## src/rtl/mem_writer.sv

```systemverilog
// rtl/mem_writer.sv - sequential burst writer for the single-port memory write port
//
// Accepts a burst command (base address, word count) and then writes one
// word per accepted stream beat into consecutive, wrapping memory addresses.
// Each write is registered, so a word accepted at edge Ek is presented on
// the memory write port from Ek until Ek+1.
//
// Ports:
//   clk        rising-edge clock
//   rst        synchronous active-high reset
//   start      burst request, only looked at while idle
//   base_addr  first write address, latched with an accepted start
//   length     burst length in words, 0 .. 2**addrwidth
//   abort      ends the burst early; a word accepted in the same cycle still lands
//   in_valid   source has a word
//   in_ready   writer takes a word this cycle
//   in_data    word to write
//   mem_we     registered memory write enable
//   mem_addr   registered memory write address
//   mem_wdata  registered memory write data
//   busy       burst in progress or finishing
//   done       one-cycle pulse when the burst has finished
//   count      words accepted in the current or most recent burst

module mem_writer #(
   parameter int addrwidth   = 12,
   parameter int datawidth_p = 32
) (
   input  logic                   clk,
   input  logic                   rst,
   input  logic                   start,
   input  logic [addrwidth-1:0]   base_addr,
   input  logic [addrwidth:0]     length,
   input  logic                   abort,
   input  logic                   in_valid,
   output logic                   in_ready,
   input  logic [datawidth_p-1:0] in_data,
   output logic                   mem_we,
   output logic [addrwidth-1:0]   mem_addr,
   output logic [datawidth_p-1:0] mem_wdata,
   output logic                   busy,
   output logic                   done,
   output logic [addrwidth:0]     count
);

   typedef enum logic [1:0] {
      IDLE  = 2'd0,
      WRITE = 2'd1,
      DONE  = 2'd2
   } state_t;

   localparam logic [addrwidth-1:0] addr_one = {{(addrwidth-1){1'b0}}, 1'b1};
   localparam logic [addrwidth:0]   cnt_one  = {{addrwidth{1'b0}}, 1'b1};

   state_t                state;
   state_t                state_next;
   logic [addrwidth-1:0]  addr_cnt;
   logic [addrwidth:0]    remaining;
   logic                  handshake;

   // Derived straight from the state so it never depends on in_ready and
   // cannot form a loop with the next-state logic.
   assign handshake = in_valid && (state == WRITE);

   always_comb begin
      state_next = state;
      in_ready   = 1'b0;
      busy       = 1'b0;
      done       = 1'b0;
      case (state)
         IDLE: begin
            if (start) begin
               // A zero-length burst skips WRITE and only produces the done pulse.
               state_next = (length == '0) ? DONE : WRITE;
            end
         end
         WRITE: begin
            in_ready = 1'b1;
            busy     = 1'b1;
            if ((in_valid && (remaining == cnt_one)) || abort) begin
               state_next = DONE;
            end
         end
         DONE: begin
            busy       = 1'b1;
            done       = 1'b1;
            state_next = IDLE;
         end
         default: begin
            state_next = IDLE;
         end
      endcase
   end

   always_ff @(posedge clk) begin
      if (rst) begin
         state     <= IDLE;
         addr_cnt  <= '0;
         remaining <= '0;
         count     <= '0;
         mem_we    <= 1'b0;
         mem_addr  <= '0;
         mem_wdata <= '0;
      end else begin
         state  <= state_next;
         mem_we <= handshake;
         if (handshake) begin
            mem_addr  <= addr_cnt;
            mem_wdata <= in_data;
            // Natural overflow of the address counter gives the wrap to 0.
            addr_cnt  <= addr_cnt + addr_one;
            remaining <= remaining - cnt_one;
            count     <= count + cnt_one;
         end else if ((state == IDLE) && start) begin
            addr_cnt  <= base_addr;
            remaining <= length;
            count     <= '0;
         end
      end
   end

endmodule

```

## config.mk

```make
export PLATFORM = sky130hd
export DESIGN_NAME = mem_writer
export DESIGN_NICKNAME = d
export VERILOG_FILES = /design/src/rtl/mem_writer.sv
export SDC_FILE = /design/constraint.sdc
export NUM_CORES = 1
export LEC_CHECK = 0
export BUFFER_PORTS_ARGS = -buffer_cell sky130_fd_sc_hd__buf_2
export CAP_MARGIN = 20
export CORE_ASPECT_RATIO = 0.9
export CORE_MARGIN = 2
export CORE_UTILIZATION = 51
export DETAILED_ROUTE_END_ITERATION = 16
export PLACE_DENSITY_LB_ADDON = 0.15
export SETUP_SLACK_MARGIN = 0.3
export SLEW_MARGIN = 20
export SYNTH_ARGS = -nofsm -noshare
export SYNTH_HDL_FRONTEND = slang
export SYNTH_SLANG_ARGS = --single-unit
```

## constraint.sdc

```tcl
create_clock -name clk -period 3.49 [get_ports clk]
set_input_delay 0.8725 -clock clk [delete_from_list [all_inputs] [get_ports clk]]
set_output_delay 0.8725 -clock clk [all_outputs]
set_load 0.005 [all_outputs]
```

# == Word-level counts from Yosys, hierarchy flattened ==
# Cells that the tools add are included.
# totals
regBits,85
in_bits,62
out_inout_bits,61
# op_classes
n_reduce_logical,9
n_eq_ne,5
n_mux,13
addsub,3
# op_table
op,count
$mux 13,4
$mux 12,2
$add 13x1->13 const B,1
$eq 13x1->1 const B,1
$logic_not 13->1,1
$sub 13x1->13 const B,1
$add 12x1->12 const B,1
$mux 2,3
$pmux 2 s2,1
$logic_and 1x1->1,3
$mux 1,3
$eq 2x1->1 const B,1
$eq 2x2->1 const B,1
$logic_not 2->1,1
$ne 2x1->1 const B,1
$ne 2x2->1 const B,1
$reduce_and 2->1,1
$reduce_bool 2->1,1
$reduce_or 2->1,1
$logic_or 1x1->1,1

# == Logic depth before layout (Yosys ltp) ==
# logic_depth
word_depth,5
mapped_depth,9
mapped_depth_nobuf,6

# == Worst setup path after synthesis ==
# OpenSTA, ideal clock, no wires.
# synth_timing
kind,input -> register
start,input in_valid
end,register remaining[2]
path_buffers,2
stages,6
arrival_time_ns,1.765
path_slack_ns,1.597
path_cell_list,nand2_1 -> clkbuf_1 -> buf_2 -> nor2_1 -> a222oi_1 -> nor2_1
# synth_between
elab_chain_cells,2
elab_cells_between_ends,3
classes_between,1 x mux; 2 x reduce/logical
# synth_rtl
element,line_no,text
"start, declared",35,"input logic in_valid,"
$logic_and 1x1->1 (*),63,assign handshake = in_valid && (state == WRITE);
$mux 13 or $reduce_bool 2->1 (tied branches),-,
"end signal, assigned",112,remaining <= remaining - cnt_one;
"end signal, assigned",116,remaining <= length;
"end, declared",58,logic [addrwidth:0] remaining;
# Mark *: on every way between the ends. The rest lies on a longest branch, timed or not.
# A chain may end at the register's enable or synchronous reset.

# == Final worst setup path ==
# layout_timing
start,register state[1]
end,register count[12]
# layout_between
elab_chain_cells,3
elab_cells_between_ends,6
classes_between,1 x eq/ne; 1 x mux; 4 x reduce/logical
# layout_rtl
element,line_no,text
"start, declared",55,state_t state;
"start signal, assigned",105,state <= state_next;
$eq 2x1->1 or $logic_not 2->1 (tied branches),"63, 114",
$logic_and 1x1->1 (on tied branches),"63, 114",
$mux 13 or $reduce_bool 2->1 (tied branches),-,
"end signal, assigned",113,count <= count + cnt_one;
"end, declared",43,output logic [addrwidth:0] count
# Parallel ways exist; a longest one is shown, timed or not.

==> metrics.txt <==
post-synthesis adder-cell area fraction 2.30%; antenna diode count 0; H-tree depth 3; CTS Root Cell clkbuf_8; relative slew slack 53.3%; main flop type after synthesis dfxtp_1; DRT iter0 DRCs 227; crit end category flip-flop; TritonCTS Buffers 9; Die Area 8160 um^2; final-report max-slew violation count 0; Final Worst Setup Slack 1060 ps; unrepaired setup endpoints after global routing no; hold depth 2; #FFs+latches synth 85; Max-cap violations 0; WP data arrival 2720 ps; reg-to-reg slack, setup 1060 ps; IO Pins 123; Die W 95.0 um; complex-gate fraction of the synthesized area roughly 22%; Peak VDD IR 0.290 mV; setup slack at placement 858 ps; critical path buffer and inverter count 2; count leader, synth nand2_1; CP Cell Sequence inv_1 -> ha_1 -> and2_2 -> buf_4 -> o21ai_1 -> mux2_2 -> nor2_1; top cells by area, synth dfxtp_1, nand2_1, a21oi_1; vias post-DR 3864; worst min-delay path class reg2reg; Initial Util 53.2%; Reg2Reg Depth 7; Finished Layout Cells 672; Synth Area in XOR/XNOR 0.230%; Synth top area share 44.8%; initial antenna violation count 1; DRC errors left 0; fmax 412 MHz; Clock Path Buffers 2; core area roughly 7100 um^2; leak pwr 1.91 nW; setup TNS 0 ps; PortBufs roughly 120; fin area between 4000 and 5000 um^2; Tcrit/Tclk final between 60% and 70%; syn nets between 500 and 600; r2r startpoint state[1]; total setup buffers inserted after CTS 0; Clock Skew 7.52 ps; GRT busiest layer met2; # hold bufs at CTS 0; worst skew pair latency 360 ps; synth cell count leaders nand2_1, dfxtp_1, a21oi_1; Routed wire per std cell 15.1 um; GRT Overall Usage 25.9%; Crit Path Max Fanout 39; Data required, critical path 3780 ps; hold path startpoint mem_wdata[7]; clock sink total 85; library cells used by synthesis 54; CTS tree built; Hold Slack between 400 and 500 ps; Die H ~86 um; WL final 10100 um; hold endpoint mem_wdata[7]; Cell Area, Placed 4420 um^2; largest net degree at the start of global routing 51; hold violation count in the final report 0; M1 GR Usage 35.4%; Worst path slowest cell and2_2; layout cells sized above 1 26.4%; crit path kind reg2reg; CP delay by family, top simple AND/OR/NAND/NOR gates; post-synth design cell area 3800 um^2; Layout Utilization between 60 and 70%; Synth Instances 471; pwr/cell area between 400 and 500 nW/um^2; asr flop ratio synth 0%; DP Wirelength 7080 um; Seq/Total Area, Yosys 44.8%; final RePlAce weighted congestion 0.932; Post-CTS Resized 0; first-pass GRT wire length 16800 um; reg2reg end count[12]; # setup viols final 0; nets@finish 643; Synth Area in Simple Gates 25.5%; area grow syn2layout 21.5%; GR Overflow Total 0; clk slew on worst S/H paths 90 ps; largest family of logic cells by synthesized area simple AND/OR/NAND/NOR gates; EDFF count, synth 0; Avg Inst Size Synth between 8 and 9 um^2; DR vias/cell between 5 and 6; DR pass1 iterations 5; min cycle time layout ~2400 ps; outcome finished clean; vias in the first global route 3562; measured slew at the worst slew-check pin 700 ps; post-synth top area cell dfxtp_1; Design Power 2.20 mW; dpl cells between 600 and 700; row cnt 29; YS warnings 0; Post-DRT Antenna Nets 0; Critical Path Max Stage Delay 640 ps; met2 Use GR 40.3%; M3 GR Usage 7.56%; startpoint types flip-flop; multiplexer area fraction after synthesis 0.856%
[per-layer routing]
layer  share of wire, %  up-vias
met5               0.13        -
met4               0.83        2
met3                7.6       10
met2                 47      141
met1                 45     1818
li1                   -     1893
[state kept, by name, summed over array words and instances (netlist names)]
signal,flops
mem_addr,12
remaining,13
mem_we,1
addr_cnt,12
state,2
mem_wdata,32
count,13
[cell families after synthesis]
family          after synthesis
simple gates                201
compound gates              133
flops                        85
buf+inv                      41
fa+ha+maj                     7
mux                           3
xor+xnor                      1
[where the power goes]
part | internal (mW) | switching, mW
combinational | 0.166 | 0.235
sequential | 1.03 | 0.0633
clock | 0.333 | 0.368
[worst max-delay path by stage]
stage | startpoint | to | depth (start not counted)
2_1_floorplan | in_valid | remaining[2] | 6
3_3_place_gp | in_valid | count[12] | 6
3_5_place_dp | in_valid | count[12] | 6
4_1_cts | state[1] | count[12] | 7
5_1_grt | state[1] | remaining[6] | 6
6_report | state[1] | count[12] | 7
[area by class of cell]
class	instances	area, um^2
Clock inverter	7	72.6
Multi-Input combinational cell	345	1920
Clock buffer	9	124
Inverter	6	22.5
Tap cell	93	116
Sequential cell	85	1700
Fill cell	640	2530
Timing Repair Buffer	127	661
[worst reg2reg max path, stage by stage, from the launching register on]
cell     delay [ps]
dfxtp_1         340
inv_1            80
ha_1            370
and2_2          640
buf_4           480
o21ai_1         120
mux2_2          270
nor2_1           70
[placed cells by master (no fill, tap or decap), drive strengths merged, types with 6 or more instances in the layout]
cell,n
nor4,7
o21ai,15
nand3,18
a211oi,6
nor2,29
buf,127
clkbuf,9
a31oi,8
nand2,103
nand4,10
dfxtp,85
inv,8
and4,6
ha,7
a21oi,66
a22oi,6
Note: power is estimated with default switching activity, not from simulation.
